[src/rtl/display_controller.sv]
// rtl/display_controller.sv - display address sequencer for level/result screens
// Tracks game phase and blinks the won/lost word before holding it steady.
module display_controller #(
    parameter int BLINK_CYCLES  = 25_000_000,
    parameter int RESULT_BLINKS = 3
) (
    input  logic       clock,
    input  logic       reset,
    input  logic       selecting,
    input  logic       venceu,
    input  logic       perdeu,
    input  logic       clear,
    output logic [1:0] displayAddr,
    output logic       result_active,
    output logic       result_done
);

    localparam int PW = (BLINK_CYCLES > 1) ? $clog2(BLINK_CYCLES) : 1;
    localparam int BW = $clog2(RESULT_BLINKS + 1);
    localparam logic [PW-1:0] PHASE_LAST  = PW'(BLINK_CYCLES - 1);
    localparam logic [BW-1:0] BLINK_LIMIT = BW'(RESULT_BLINKS);

    localparam logic [1:0] ADDR_LEVEL = 2'b00;
    localparam logic [1:0] ADDR_WON   = 2'b01;
    localparam logic [1:0] ADDR_LOST  = 2'b10;
    localparam logic [1:0] ADDR_BLANK = 2'b11;

    typedef enum logic [2:0] {
        IDLE,
        NIVEL,
        RES_ON,
        RES_OFF,
        HOLD
    } state_t;

    state_t        state;
    logic          res_tipo;
    logic [PW-1:0] phase;
    logic [BW-1:0] blinks;
    logic [BW-1:0] blinks_inc;
    logic          phase_end;

    assign blinks_inc = blinks + BW'(1);
    assign phase_end  = (phase == PHASE_LAST);

    function automatic logic [1:0] result_addr(input logic tipo);
        return tipo ? ADDR_LOST : ADDR_WON;
    endfunction

    // Outputs are registered together with the state so they follow it on the same edge.
    always_ff @(posedge clock or posedge reset) begin
        if (reset) begin
            state         <= IDLE;
            res_tipo      <= 1'b0;
            phase         <= '0;
            blinks        <= '0;
            displayAddr   <= ADDR_BLANK;
            result_active <= 1'b0;
            result_done   <= 1'b0;
        end else begin
            result_done <= 1'b0;
            if (clear) begin
                state         <= IDLE;
                phase         <= '0;
                blinks        <= '0;
                displayAddr   <= ADDR_BLANK;
                result_active <= 1'b0;
            end else begin
                case (state)
                    IDLE, NIVEL: begin
                        if (perdeu || venceu) begin
                            // perdeu wins when both events arrive together
                            state         <= RES_ON;
                            res_tipo      <= perdeu;
                            phase         <= '0;
                            blinks        <= '0;
                            displayAddr   <= result_addr(perdeu);
                            result_active <= 1'b1;
                        end else if (state == IDLE && selecting) begin
                            state       <= NIVEL;
                            phase       <= '0;
                            displayAddr <= ADDR_LEVEL;
                        end else if (state == NIVEL && !selecting) begin
                            state       <= IDLE;
                            phase       <= '0;
                            displayAddr <= ADDR_BLANK;
                        end
                    end
                    RES_ON: begin
                        if (phase_end) begin
                            state       <= RES_OFF;
                            phase       <= '0;
                            displayAddr <= ADDR_BLANK;
                        end else begin
                            phase <= phase + PW'(1);
                        end
                    end
                    RES_OFF: begin
                        if (phase_end) begin
                            phase       <= '0;
                            blinks      <= blinks_inc;
                            displayAddr <= result_addr(res_tipo);
                            if (blinks_inc < BLINK_LIMIT) begin
                                state <= RES_ON;
                            end else begin
                                state       <= HOLD;
                                result_done <= 1'b1;
                            end
                        end else begin
                            phase <= phase + PW'(1);
                        end
                    end
                    HOLD: begin
                        if (selecting) begin
                            state         <= NIVEL;
                            phase         <= '0;
                            displayAddr   <= ADDR_LEVEL;
                            result_active <= 1'b0;
                        end
                    end
                    default: begin
                        state         <= IDLE;
                        phase         <= '0;
                        blinks        <= '0;
                        displayAddr   <= ADDR_BLANK;
                        result_active <= 1'b0;
                    end
                endcase
            end
        end
    end

endmodule

[config.mk]
export PLATFORM = sky130hd
export DESIGN_NAME = display_controller
export DESIGN_NICKNAME = d
export VERILOG_FILES = /design/src/rtl/display_controller.sv
export SDC_FILE = /design/constraint.sdc
export NUM_CORES = 1
export LEC_CHECK = 0
export ABC_AREA = 1
export CAP_MARGIN = 25
export CORE_UTILIZATION = 55
export DETAILED_ROUTE_END_ITERATION = 6
export GPL_TIMING_DRIVEN = 1
export PLACE_DENSITY = 0.76
export SETUP_SLACK_MARGIN = 0.1
export SLEW_MARGIN = 20
export SYNTH_ARGS = -nofsm -noshare
export SYNTH_HDL_FRONTEND = slang
export SYNTH_SLANG_ARGS = --single-unit
[constraint.sdc]
create_clock -name clock -period 1.9 [get_ports clock]
set_clock_uncertainty 0.15 [all_clocks]
set_input_delay 0.475 -clock clock [delete_from_list [all_inputs] [get_ports clock]]
set_output_delay 0.475 -clock clock [all_outputs]
set_load 0.02 [all_outputs]
==> Flow_metrics.wiki <==
{| class="wikitable"
! Metric !! Value
|-
| Die outline width || 67.1 um
|-
| Longest individual stage delay on the worst path || 0.54 ns
|-
| Worst slew margin relative to its limit || 0.787
|-
| Ports || 10
|-
| P_int || 1.19 mW
|-
| Number of buffers inserted by port buffering || 9
|-
| Via count of the first global-routing pass || 2022
|-
| Largest buffer count on any clock path || 2
|-
| Number of nets in the synthesized netlist || 361
|-
| Finished Core Util || 0.702
|-
| Die area || 4500 um2
|-
| Setup slack after layout || -0.00421 ns
|-
| Core region area || 4030 um2
|-
| Drt initial violations || 302
|-
| Clock group share of total power || 0.311
|-
| Grt total ovfl || 0
|-
| Number of DRC violations after detailed routing || 0
|-
| Share of total power in sequential cells || 0.472
|-
| Leakage power || 1.25 nW
|-
| Crit path max-delay cell type || sky130_fd_sc_hd__clkdlybuf4s50_1
|-
| Number of vias per cell || 5.46
|-
| Final Cycle Share || 1.00
|-
| Type of destination of the critical path || register
|-
| Final worst hold slack || 0.336 ns
|-
| Slew at the pin with the worst max-slew slack || 0.317 ns
|-
| Net count, final || 403
|-
| Antenna diodes || 0
|-
| Cell area after technology mapping || 2330 um2
|-
| Worst-path cell chain || clkdlybuf4s50_1 -> inv_1 -> nand4_1 -> nand2_4 -> nand2_4 -> nand3_1 -> nand2_1 -> nand2_1 -> nor2_1
|-
| Global placer's final weighted congestion || 0.915
|-
| Result of the run || complete, but fails checks
|-
| CTS root buffer || sky130_fd_sc_hd__clkbuf_8
|-
| Clock sinks || 35
|-
| Number of maximum-capacitance constraint violations || 0
|-
| Synthesized instance count || 353
|-
| CP Data Arrival Time || 1.97 ns
|-
| Layout overhead on the synthesized area || 21.5%
|-
| Wire length reported by the detailed router || 5880 um
|-
| Average detailed-routed wire length per instance || 13.2 um
|-
| Overall via count from detail_route || 2434
|-
| Startpoint type of the worst setup path || input pin
|-
| Wire length of the first global-routing pass || 9160 um
|-
| Number of library cell types mapped by synthesis || 29
|-
| Proportion of total power due to net switching || 0.315
|-
| Cell area power density || 615 nW/um2
|-
| Final Hold Violating Endpoints || 0
|-
| Clock Latency Late Sink || 0.29 ns
|-
| Seq/Total Area, Yosys || 0.377
|-
| Highest fanout seen on the critical path || 8
|-
| Complex-gate fraction of the synthesized area || 0.0709
|-
| Final Power || 1.74 mW
|-
| XOR/XNOR Fraction of Synth Area || 0.00376
|-
| Number of search-and-repair iterations in the first detailed-routing pass || 5
|-
| Footprint of the multi-input gates || 1330 um2
|-
| Adder-cell share of the synthesized area || 0.0107
|-
| Simple-gate portion of the synthesized area || 0.450
|-
| # placed instances || 430
|-
| Vertical die dimension || 67.1 um
|-
| Sequential cell area || 878 um2
|-
| Site row count || 23
|-
| Violated checks || negative setup slack
|-
| Post-Syn Area per Cell || 6.60 um2
|-
| Required time at the worst-slack endpoint || 1.97 ns
|-
| Antenna violations before repair || 0
|-
| Synthesis-stage register bit count || 35
|-
| Final Setup Violations || 1
|-
| Global routing usage summed across all routing layers || 0.273
|-
| Initial cell density of the core || 0.578
|-
| Filler Cell Count || 347
|-
| Fraction of final layout cells sized beyond drive strength 1 || 0.167
|-
| Fin. max-slew vios || 0
|-
| Largest family of logic cells by synthesized area || simple AND/OR/NAND/NOR gates
|-
| Post-detailed-placement half-perimeter wirelength || 3970 um
|-
| Max frequency || 525 MHz
|-
| Worst-case setup slack after placement || -0.258 ns
|-
| Setup Crit Path Kind || in2reg
|-
| Worst hold path class || reg2reg
|-
| Clock tree from TritonCTS || done
|-
| Number of buffers created by CTS || 5
|-
| Clock slew at reported path FFs || 0.07 ns
|-
| Number of levels the H-tree was split into || 2
|-
| Multiplexer share of the synthesized area || 0
|-
| Largest net degree at the start of global routing || 36
|-
| Setup repair after global routing missed its margin || yes
|-
| Remaining antenna violation count || 0
|-
| Number of standard cells in the final layout excluding fillers || 446
|-
| Proportion of power drawn by combinational gates || 0.217
|-
| Post-layout minimum cycle time || 1.90 ns
|-
| Switching Power || 0.547 mW
|-
| Number of warnings printed during yosys synthesis || 0
|-
| Worst vdd ir || 0.000438 V
|}
==> state kept, by name, summed over array words and instances, names as in the netlist <==
name           count
phase             25
state              3
blinks             2
displayAddr        2
res_tipo           1
result_active      1
result_done        1
==> timing repair <==
item,4_1_cts,5_1_grt
hold endpoints to repair,0,0
setup endpoints to repair,20,27
cloned,0,2
gates resized for setup,9,11
buffers inserted,0,6
hold buffers,0,0
pin swaps,1,7
==> metrics by stage <==
| stage | area [um2] | TNS (ns) |
|---|---|---|
| 4_1_cts | 2720 | 0 |
| 6_report | 2830 | -0.00421 |
| 3_3_place_gp | 2620 | -4.13 |
| 2_1_floorplan | 2330 | 0 |
| 5_1_grt | 2830 | -0.271 |
| 3_5_place_dp | 2620 | -5.83 |
==> cells in the final DEF (no fill, tap or decap), types with 2 or more instances in the layout <==
master                            instances
sky130_fd_sc_hd__dlygate4sd2_1            2
sky130_fd_sc_hd__nand3b_1                 3
sky130_fd_sc_hd__o21ai_0                 16
sky130_fd_sc_hd__nand2_2                  4
sky130_fd_sc_hd__inv_2                    2
sky130_fd_sc_hd__nand2_8                  3
sky130_fd_sc_hd__dfrtp_1                 33
sky130_fd_sc_hd__o21ai_2                  4
sky130_fd_sc_hd__nor2_4                   3
sky130_fd_sc_hd__nor3_1                   7
sky130_fd_sc_hd__dfstp_2                  2
sky130_fd_sc_hd__clkdlybuf4s15_1          2
sky130_fd_sc_hd__nand4_1                 11
sky130_fd_sc_hd__nor2_1                  69
sky130_fd_sc_hd__a31oi_1                  2
sky130_fd_sc_hd__clkdlybuf4s50_1          5
sky130_fd_sc_hd__nor2_2                   4
sky130_fd_sc_hd__clkbuf_8                 5
sky130_fd_sc_hd__inv_1                   36
sky130_fd_sc_hd__nand3_1                 28
sky130_fd_sc_hd__buf_4                   29
sky130_fd_sc_hd__a21oi_1                  4
sky130_fd_sc_hd__nand2_1                104
sky130_fd_sc_hd__nand2_4                  3
sky130_fd_sc_hd__nand3_2                  2
==> power by group through the flow <==
stage          Sequential, mW  Clock [mW]  Combinational (mW)
4_1_cts                 0.820       0.546               0.338
3_3_place_gp            0.834           0               0.329
6_report                0.822       0.541               0.377
2_1_floorplan           0.846           0               0.195
5_1_grt                 0.827       0.585               0.410
3_5_place_dp            0.835           0               0.336
==> final cells by class <==
cell class	instances	area share
repair buffers	39	0.115
clock inverters	2	0.00442
multi-input cells	274	0.469
flip-flops and latches	35	0.310
well taps	50	0.0221
clock buffers	6	0.0256
inverters	40	0.0539
==> synthesized netlist by cell type <==
cell type | count | area share
sky130_fd_sc_hd__a21boi_0 | 1 | 0.0032
sky130_fd_sc_hd__a21oi_1 | 4 | 0.0086
sky130_fd_sc_hd__a31oi_1 | 2 | 0.0054
sky130_fd_sc_hd__buf_2 | 2 | 0.0043
sky130_fd_sc_hd__buf_6 | 4 | 0.019
sky130_fd_sc_hd__clkinv_1 | 1 | 0.0016
sky130_fd_sc_hd__dfrtp_1 | 33 | 0.35
sky130_fd_sc_hd__dfstp_2 | 2 | 0.023
sky130_fd_sc_hd__ha_1 | 2 | 0.011
sky130_fd_sc_hd__inv_1 | 37 | 0.060
sky130_fd_sc_hd__inv_2 | 2 | 0.0032
sky130_fd_sc_hd__nand2_1 | 104 | 0.17
sky130_fd_sc_hd__nand2_2 | 5 | 0.013
sky130_fd_sc_hd__nand2_4 | 3 | 0.014
sky130_fd_sc_hd__nand3_1 | 29 | 0.062
sky130_fd_sc_hd__nand3_2 | 1 | 0.0043
sky130_fd_sc_hd__nand3b_1 | 3 | 0.0097
sky130_fd_sc_hd__nand4_1 | 11 | 0.030
sky130_fd_sc_hd__nor2_1 | 73 | 0.12
sky130_fd_sc_hd__nor2_2 | 1 | 0.0027
sky130_fd_sc_hd__nor2_4 | 2 | 0.0097
sky130_fd_sc_hd__nor3_1 | 7 | 0.015
sky130_fd_sc_hd__nor3b_1 | 1 | 0.0032
sky130_fd_sc_hd__o211ai_1 | 1 | 0.0032
sky130_fd_sc_hd__o21ai_0 | 16 | 0.034
sky130_fd_sc_hd__o21ai_1 | 1 | 0.0021
sky130_fd_sc_hd__o21ai_2 | 3 | 0.011
sky130_fd_sc_hd__o22ai_1 | 1 | 0.0027
sky130_fd_sc_hd__xor2_1 | 1 | 0.0038
==> worst paths after layout <==
kind	end	startpoint	cells past startpoint	slack (ns)
setup reg to reg	phase[9]$_DFFE_PP0P_	state[0]$_DFFE_PP0P_	8	0.14
setup / recovery	phase[9]$_DFFE_PP0P_	selecting	9	-0.004
min in group asynchronous	phase[20]$_DFFE_PP0P_	reset	3	0.37
max in group asynchronous	displayAddr[0]$_DFFE_PP1P_	reset	3	0.98
hold reg to reg	displayAddr[1]$_DFFE_PP1P_	displayAddr[1]$_DFFE_PP1P_	2	0.34
hold / removal	displayAddr[1]$_DFFE_PP1P_	displayAddr[1]$_DFFE_PP1P_	2	0.34
==> logic make-up after synthesis <==
family,Yosys count
and+or+nand+nor,240
buffers and inverters,46
DFF,35
AOI/OAI and AO/OA,29
adders and majority gates,2
xor gates and xnor gates,1
==> metal layers <==
metal,GRT usage,up-vias,wire length (um)
met5,0,-,0
met4,0.0878,0,93
met3,0.0462,11,355
met2,0.429,102,2730
met1,0.377,1106,2700
li1,-,1215,-
==> worst max-delay path: cells and delay by family <==
family / cells / cell delay [ns]
buffers and inverters: 2 / 0.62
and+or+nand+nor: 7 / 0.88
(Power assumes the default switching activity.)
